**src/rtl/regfile_mp.sv**
```systemverilog
// rtl/regfile_mp.sv - multi-read-port register file with hardware clear sequencer
// Optional pending-writer scoreboard enabled by defining REGFILE_SCOREBOARD_EN.
module regfile_mp #(
    parameter int DATA_W   = 32,
    parameter int ADDR_W   = 5,
    parameter int NREAD    = 2,
    parameter int ZERO_REG = 1
) (
    input  logic                    clk,
    input  logic                    rst_n,
    input  logic                    we,
    input  logic [ADDR_W-1:0]       writeaddr,
    input  logic [DATA_W-1:0]       writedata,
    input  logic [NREAD*ADDR_W-1:0] readaddr,
    output logic [NREAD*DATA_W-1:0] readdata,
    input  logic                    clr,
    output logic                    init_busy,
    output logic                    wr_dropped
`ifdef REGFILE_SCOREBOARD_EN
    ,
    input  logic                    iss_valid,
    input  logic [ADDR_W-1:0]       iss_addr,
    output logic [NREAD-1:0]        rd_pending
`endif
);

    localparam int DEPTH = 1 << ADDR_W;
    localparam logic [ADDR_W:0] CTR_LAST = (ADDR_W+1)'(DEPTH - 1);

    typedef enum logic {
        ST_CLEAR = 1'b0,
        ST_READY = 1'b1
    } state_e;

    state_e              state_q, state_d;
    logic [ADDR_W:0]     ctr_q, ctr_d;
    logic                drop_q, drop_d;
    logic                is_clear;

    logic                mem_we;
    logic [ADDR_W-1:0]   mem_waddr;
    logic [DATA_W-1:0]   mem_wdata;
    logic [DATA_W-1:0]   mem_q [DEPTH];

    logic [ADDR_W-1:0]   ra;
    logic                zero_hit;
    logic                fwd_hit;

    always_ff @(posedge clk or negedge rst_n) begin
        if (!rst_n) begin
            state_q <= ST_CLEAR;
            ctr_q   <= '0;
            drop_q  <= 1'b0;
        end else begin
            state_q <= state_d;
            ctr_q   <= ctr_d;
            drop_q  <= drop_d;
        end
    end

    // A clr seen while clearing restarts the sweep so the file is fully zeroed after the last request.
    always_comb begin
        state_d = state_q;
        ctr_d   = ctr_q;
        case (state_q)
            ST_CLEAR: begin
                if (clr) begin
                    ctr_d = '0;
                end else if (ctr_q == CTR_LAST) begin
                    state_d = ST_READY;
                    ctr_d   = '0;
                end else begin
                    ctr_d = ctr_q + (ADDR_W+1)'(1);
                end
            end
            ST_READY: begin
                if (clr) begin
                    state_d = ST_CLEAR;
                    ctr_d   = '0;
                end
            end
            default: begin
                state_d = ST_CLEAR;
                ctr_d   = '0;
            end
        endcase
    end

    always_comb begin
        is_clear  = (state_q == ST_CLEAR);
        init_busy = is_clear;
        wr_dropped = drop_q;
        drop_d    = is_clear && we;
        if (is_clear) begin
            mem_we    = 1'b1;
            mem_waddr = ctr_q[ADDR_W-1:0];
            mem_wdata = '0;
        end else begin
            mem_we    = we && !((ZERO_REG != 0) && (writeaddr == '0));
            mem_waddr = writeaddr;
            mem_wdata = writedata;
        end
    end

    // Gating on rst_n drops any write that coincides with an asserted reset.
    always_ff @(posedge clk) begin
        if (rst_n && mem_we) begin
            mem_q[mem_waddr] <= mem_wdata;
        end
    end

`ifdef REGFILE_SCOREBOARD_EN
    logic [DEPTH-1:0] pend_q, pend_d;

    // Issue is applied after the write-back clear so a same-cycle issue keeps the entry pending.
    always_comb begin
        pend_d = pend_q;
        if (state_q == ST_READY) begin
            if (we) begin
                pend_d[writeaddr] = 1'b0;
            end
            if (iss_valid) begin
                pend_d[iss_addr] = 1'b1;
            end
        end
        if (ZERO_REG != 0) begin
            pend_d[0] = 1'b0;
        end
        if (state_d == ST_CLEAR) begin
            pend_d = '0;
        end
    end

    always_ff @(posedge clk or negedge rst_n) begin
        if (!rst_n) begin
            pend_q <= '0;
        end else begin
            pend_q <= pend_d;
        end
    end
`endif

    always_comb begin
        readdata = '0;
        ra       = '0;
        zero_hit = 1'b0;
        fwd_hit  = 1'b0;
`ifdef REGFILE_SCOREBOARD_EN
        rd_pending = '0;
`endif
        for (int i = 0; i < NREAD; i++) begin
            ra       = readaddr[i*ADDR_W +: ADDR_W];
            zero_hit = (ZERO_REG != 0) && (ra == '0);
            fwd_hit  = we && (writeaddr == ra);
            if (zero_hit || is_clear) begin
                readdata[i*DATA_W +: DATA_W] = '0;
            end else if (fwd_hit) begin
                readdata[i*DATA_W +: DATA_W] = writedata;
            end else begin
                readdata[i*DATA_W +: DATA_W] = mem_q[ra];
            end
`ifdef REGFILE_SCOREBOARD_EN
            rd_pending[i] = pend_q[ra] && !(!zero_hit && !is_clear && fwd_hit);
`endif
        end
    end

endmodule
```
**config.mk**
```make
export PLATFORM = sky130hd
export DESIGN_NAME = regfile_mp
export DESIGN_NICKNAME = d
export VERILOG_FILES = /design/src/rtl/regfile_mp.sv
export SDC_FILE = /design/constraint.sdc
export NUM_CORES = 1
export LEC_CHECK = 0
export ABC_CLOCK_PERIOD_IN_PS = 4300
export BUFFER_PORTS_ARGS = -buffer_cell sky130_fd_sc_hd__buf_4
export CAP_MARGIN = 20
export CORE_AREA = 10 10 342 344
export CTS_CLUSTER_DIAMETER = 100
export DETAILED_ROUTE_END_ITERATION = 12
export DIE_AREA = 0 0 352 354
export HOLD_SLACK_MARGIN = 0.15
export SLEW_MARGIN = 5
export SYNTH_ARGS = -nofsm -noshare
export SYNTH_HDL_FRONTEND = slang
export SYNTH_SLANG_ARGS = --single-unit
```
**constraint.sdc**
```tcl
create_clock -name clk -period 4.3 [get_ports clk]
set_input_delay 0.43 -clock clk [delete_from_list [all_inputs] [get_ports clk]]
set_output_delay 0.43 -clock clk [all_outputs]
set_load 0.05 [all_outputs]
```
# After elaboration in Yosys (flattened, before gate mapping)
# Memories as Yosys holds them, arrays and structs flattened.
# Cells that the tools add are included.
totals:
  register_bits: 8
  ramBits: 1024
  inputBits: 51
  output_inout_bits: 66
  elab_cells: 38
  mem_count: 1
memory_table:
  columns: ["memory", "words", "width", "rd", "rd_ports_with_merged_regs", "wr", "line", "source"]
  rows:
  - ["mem_q", 32, 32, 2, 0, 1, "43", "logic [DATA_W-1:0] mem_q [DEPTH];"]
classes:
  add_sub_neg: 1
  eq_ne: 4
  muxes: 17
  n_bitwise: 1
  n_reduce_logical: 11
op_table:
  columns: ["cell", "count"]
  rows:
  - ["$mux W32", 5]
  - ["$mux W6", 3]
  - ["$logic_not A5 Y1", 3]
  - ["$pmux W6 S2", 1]
  - ["$eq A5 B5 Y1", 2]
  - ["$add A6 B1 Y6 const B", 1]
  - ["$eq A6 B5 Y1 const B", 1]
  - ["$mux W1", 6]
  - ["$logic_and A1 B1 Y1", 5]
  - ["$mux W5", 1]
  - ["$logic_or A1 B1 Y1", 2]
  - ["$ne A2 B2 Y1 const B", 1]
  - ["$pmux W1 S2", 1]
  - ["$logic_not A1 Y1", 1]
  - ["$not A1 Y1", 1]

# Longest topological paths before layout
logic_depth:
  ltp_word: 7
  mapped_depth: 9

# Least setup slack after synthesis
# OpenSTA, ideal clock, no wires.
synth_path:
  path_kind: "input-to-reg"
  startpoint: "input port writeaddr[1]"
  endpoint: "memory mem_q[1][0] (enable)"
  arrival_time_ns: 2.805
  slack_ns: 1.074
  cell_stages: 6
  path_buffers: 1
  cell_sequence: "nand2b_1 o21ai_0 o21ai_1 or3b_2 clkbuf_1 nor2_1"
synth_via:
  elab_chain_cells: 7
  elab_cells_between_ends: 8
synth_rtl:
  columns: ["element", "line", "source"]
  rows:
  - ["start, declared", "12", "input logic [ADDR_W-1:0] writeaddr,"]
  - ["$logic_not A5 Y1", "99", "mem_we = we && !((ZERO_REG != 0) && (writeaddr == '0));"]
  - ["$logic_not A1 Y1", "99", null]
  - ["$logic_and A1 B1 Y1", "99", null]
  - ["$mux W1", "94", "if (is_clear) begin"]
  - ["$logic_and A1 B1 Y1", "107", "if (rst_n && mem_we) begin"]
  - ["$mux W1", "107", null]
  - ["$mux W1 (not written as such)", "108", "mem_q[mem_waddr] <= mem_wdata;"]
  - ["end, declared", "43", null]
# Several ways; a longest one is shown, not always the timed one.

# Worst setup path after layout
layout_path:
  startpoint: "register state_q"
  endpoint: "output port readdata[57]"
layout_via:
  elab_chain_cells: 3
layout_rtl:
  columns: ["element", "line", "source"]
  rows:
  - ["start, declared", "35", "state_e state_q, state_d;"]
  - ["start signal, assigned", "55", "state_q <= state_d;"]
  - ["$not A1 Y1", null, null]
  - ["$logic_or A1 B1 Y1", "155", "if (zero_hit || is_clear) begin"]
  - ["$mux W32", "155", null]
  - ["end, declared", "15", "output logic [NREAD*DATA_W-1:0] readdata,"]
# Every way passes these cells.

==> results.ini <==
[yosys]
synth_fa_ha_area_share_pct = 0.0255
synth-compound-area-share_pct = 8.04
synthCells = 2764
synth-seq-cells = 1032
synthMuxAreaShare_pct = 23.1
syn-cell-area_um2 = 49000
synthFlopType = edfxtp_1
synth_xor_area_share_pct = 0.214
yosysWarnings = 0
ys_seq_area_share_pct = 63.1
synthesis.nets = 2816
synth-async-reset-ratio_pct = 0.775
synth_edf_count = 1024
yosys.area_share.simple_pct = 2.82
yosysUniqueCellTypes = 53
syn_area_per_cell_um2 = 17.7
synth_top_family_by_area = multiplexers

[timing]
slew_violations = 0
slew_headroom_pct = 24.3
period_share_pct = 93.3
hold_slack_ns = 0.247
report.final.setup_viol = 0
clock_skew_ns = 0.0138
maxClockFrequency_ghz = 0.249
period_needed_ns = 4.01
fin_ws_ns = 0.290
rsz0062_at_grt = no
setup_tns_ns = 0
finalHoldViolations = 0
worst_pin_slew_ns = 1.14

[setup_path]
crit_arrival_ns = 3.58
worst_ep_required_time_ns = 3.87
cp-start-kind = flop
worst-path-max-fanout = 31
end_kind = primary output
critical_path_class = reg2out

[cells_and_area]
layout_commonest_cell = edfxtp_1
fillers = 8906
drive_above_1_share_pct = 29.6
multi_input_area_um2 = 17100
regArea_um2 = 31000
postLayoutCellArea_um2 = 56100
syn_to_final_growth_pct = 14.5
layout_common_cells = edfxtp_1, mux4_2, mux2i_1, buf_4, a221oi_1
final_nets = 2952

[drt]
totalWireLength_um = 162000
first_pass_iters = 6
route.detailed.drc = 0
drtIter0Drc = 3742
ant_nets = 0
drt-wirelength-per-cell_um = 36.1
vias = 30700
post_drt_via_cell_ratio = 6.85

[clock_network]
cts-root-buf = clkbuf_16
clk_path_buf_depth = 3
clkTransAtPathRegs_ns = 0.06
h-tree-depth = 3
cts_made_buffers = 107
clk_latency_ns = 0.67
cts_tree = yes
numClockSinks = 1032

[placement]
placed_cell_area_um2 = 52400
io_buffer_count = 116
dpl.hpwl_um = 91300
pre_cts_slack_ns = 0.682
place.gp.congestion = 0.833

[status]
status = complete, no violations

[floorplan]
ios = 117
die_x_um = 352
rows = 122
die_y_um = 354
core_um2 = 110000
start_util_pct = 44.6
dieArea_um2 = 125000

[grt]
met2_usage_pct = 41.7
overflow = 0
grt_max_degree = 113
top_usage_layer = met2
grt_use_met1_pct = 33.2
grt_pass1_wl_um = 232000
met3_usage_pct = 4.94
grt_pass1_vias = 31600
track_usage_pct = 25.4
antenna_found_initial = 0

[min_path]
hold_class = in2reg

[run]
cap_violations = 0

[power_and_ir_drop]
p_leak_nw = 19.1
irDropWorstVdd_mv = 0.292
powerDensity_nw_per_um2 = 391

## synthesized netlist by cell type (2+ instances only)
| library cell | number | share of area, % |
|---|---|---|
| buf_8 | 2 | 0.061 |
| a21oi_1 | 65 | 0.66 |
| nand4_1 | 2 | 0.026 |
| nand3_1 | 40 | 0.41 |
| xnor2_1 | 9 | 0.16 |
| a221o_1 | 62 | 1.3 |
| o21ai_0 | 34 | 0.35 |
| xor2_1 | 3 | 0.054 |
| edfxtp_1 | 1024 | 63 |
| mux2i_1 | 262 | 5.3 |
| buf_6 | 33 | 0.76 |
| buf_2 | 85 | 0.87 |
| mux2_2 | 62 | 1.4 |
| o311ai_0 | 28 | 0.50 |
| nor2_1 | 112 | 0.86 |
| dfrtp_1 | 8 | 0.41 |
| clkbuf_1 | 92 | 0.70 |
| nor2b_1 | 39 | 0.50 |
| nand2b_1 | 4 | 0.051 |
| mux4_1 | 2 | 0.11 |
| buf_1 | 6 | 0.046 |
| a22oi_1 | 95 | 1.5 |
| o221ai_1 | 31 | 0.55 |
| o311ai_1 | 2 | 0.036 |
| mux4_2 | 353 | 16 |
| and2_1 | 31 | 0.40 |
| a221oi_1 | 126 | 2.3 |
| a211oi_1 | 2 | 0.031 |
| nor4_1 | 2 | 0.026 |
| nand2_1 | 42 | 0.32 |
| o21bai_1 | 32 | 0.49 |
| nor3_1 | 4 | 0.041 |
| nand3b_1 | 3 | 0.046 |
| buf_4 | 12 | 0.18 |
| o21ai_1 | 32 | 0.33 |
| inv_1 | 6 | 0.046 |
## power breakdown
part / total, mW / switching, mW / internal, mW
Sequential: 11.0 / 0.0288 / 11.0
Combinational: 1.63 / 0.960 / 0.668
Clock: 9.33 / 3.96 / 5.37
## critical path: stages, from the launching register on
cell and delay [ns]:
dfrtp_2 0.52, buf_4 0.53, nand2_1 0.29, nor4_4 0.39, buf_12 0.30, a221o_1 0.46
buf_4 0.28
## cell type report
class	count	share of cell area [%]
flip-flops and latches	1032	55.1
multi-input cells	1495	30.5
clock buffers	125	4.97
repair buffers	258	4.77
well taps	1488	3.32
clock inverters	75	1.30
inverters	6	0.0423
diodes	1	0.00446
## through the flow
stage,util [%],power [mW],cells
after floorplan,-,12.3,2764
after global placement,47.6,12.8,4265
after detailed placement,47.6,12.8,4265
after CTS,50.8,22.0,4469
after global routing,51.0,22.6,4479
final,51.0,21.9,4480
## cell families (layout without fill, tap and decap cells)
logic type | after synthesis | count (layout)
compound gates | 515 | 515
xor+xnor | 12 | 12
fa+ha+maj | 1 | 1
buf+inv | 237 | 464
flops | 1032 | 1032
mux | 679 | 679
other cells | 0 | 1
simple gates | 288 | 288
## what timing repair did
| action | CTS | global route |
|---|---|---|
| endpoints found under the setup margin | 0 | 0 |
| endpoints found under the hold margin | 16 | 0 |
| hold buffers | 4 | 0 |
| resized for setup | 0 | 0 |
| setup buffers | 0 | 0 |
## flip-flops by register name, indices dropped and copies added, names as in the netlist
register    cells
state_q         1
wr_dropped      1
ctr_q           6
mem_q        1024
## per-layer routing
layer / vias up / share of wire [%] / wire, um
met3: 387 / 9.2 / 14800
met1: 16300 / 38 / 61900
met2: 1865 / 48 / 78200
met5: - / 0 / 0
met4: 0 / 4.2 / 6770
li1: 12100 / - / -
## worst paths after layout
path	start	depth (start not counted)	endpoint	slack, ns
setup / recovery	state_q	6	readdata[57]	0.29
hold / removal	writedata[6]	2	mem_q[11][6]	0.25
setup reg to reg	state_q	6	mem_q[5][18]	1.25
hold reg to reg	ctr_q[5]	2	ctr_q[5]	0.56
max in group asynchronous	rst_n	3	state_q	3.24
min in group asynchronous	rst_n	3	ctr_q[3]	0.79
Power figures use the tool's default switching activity.
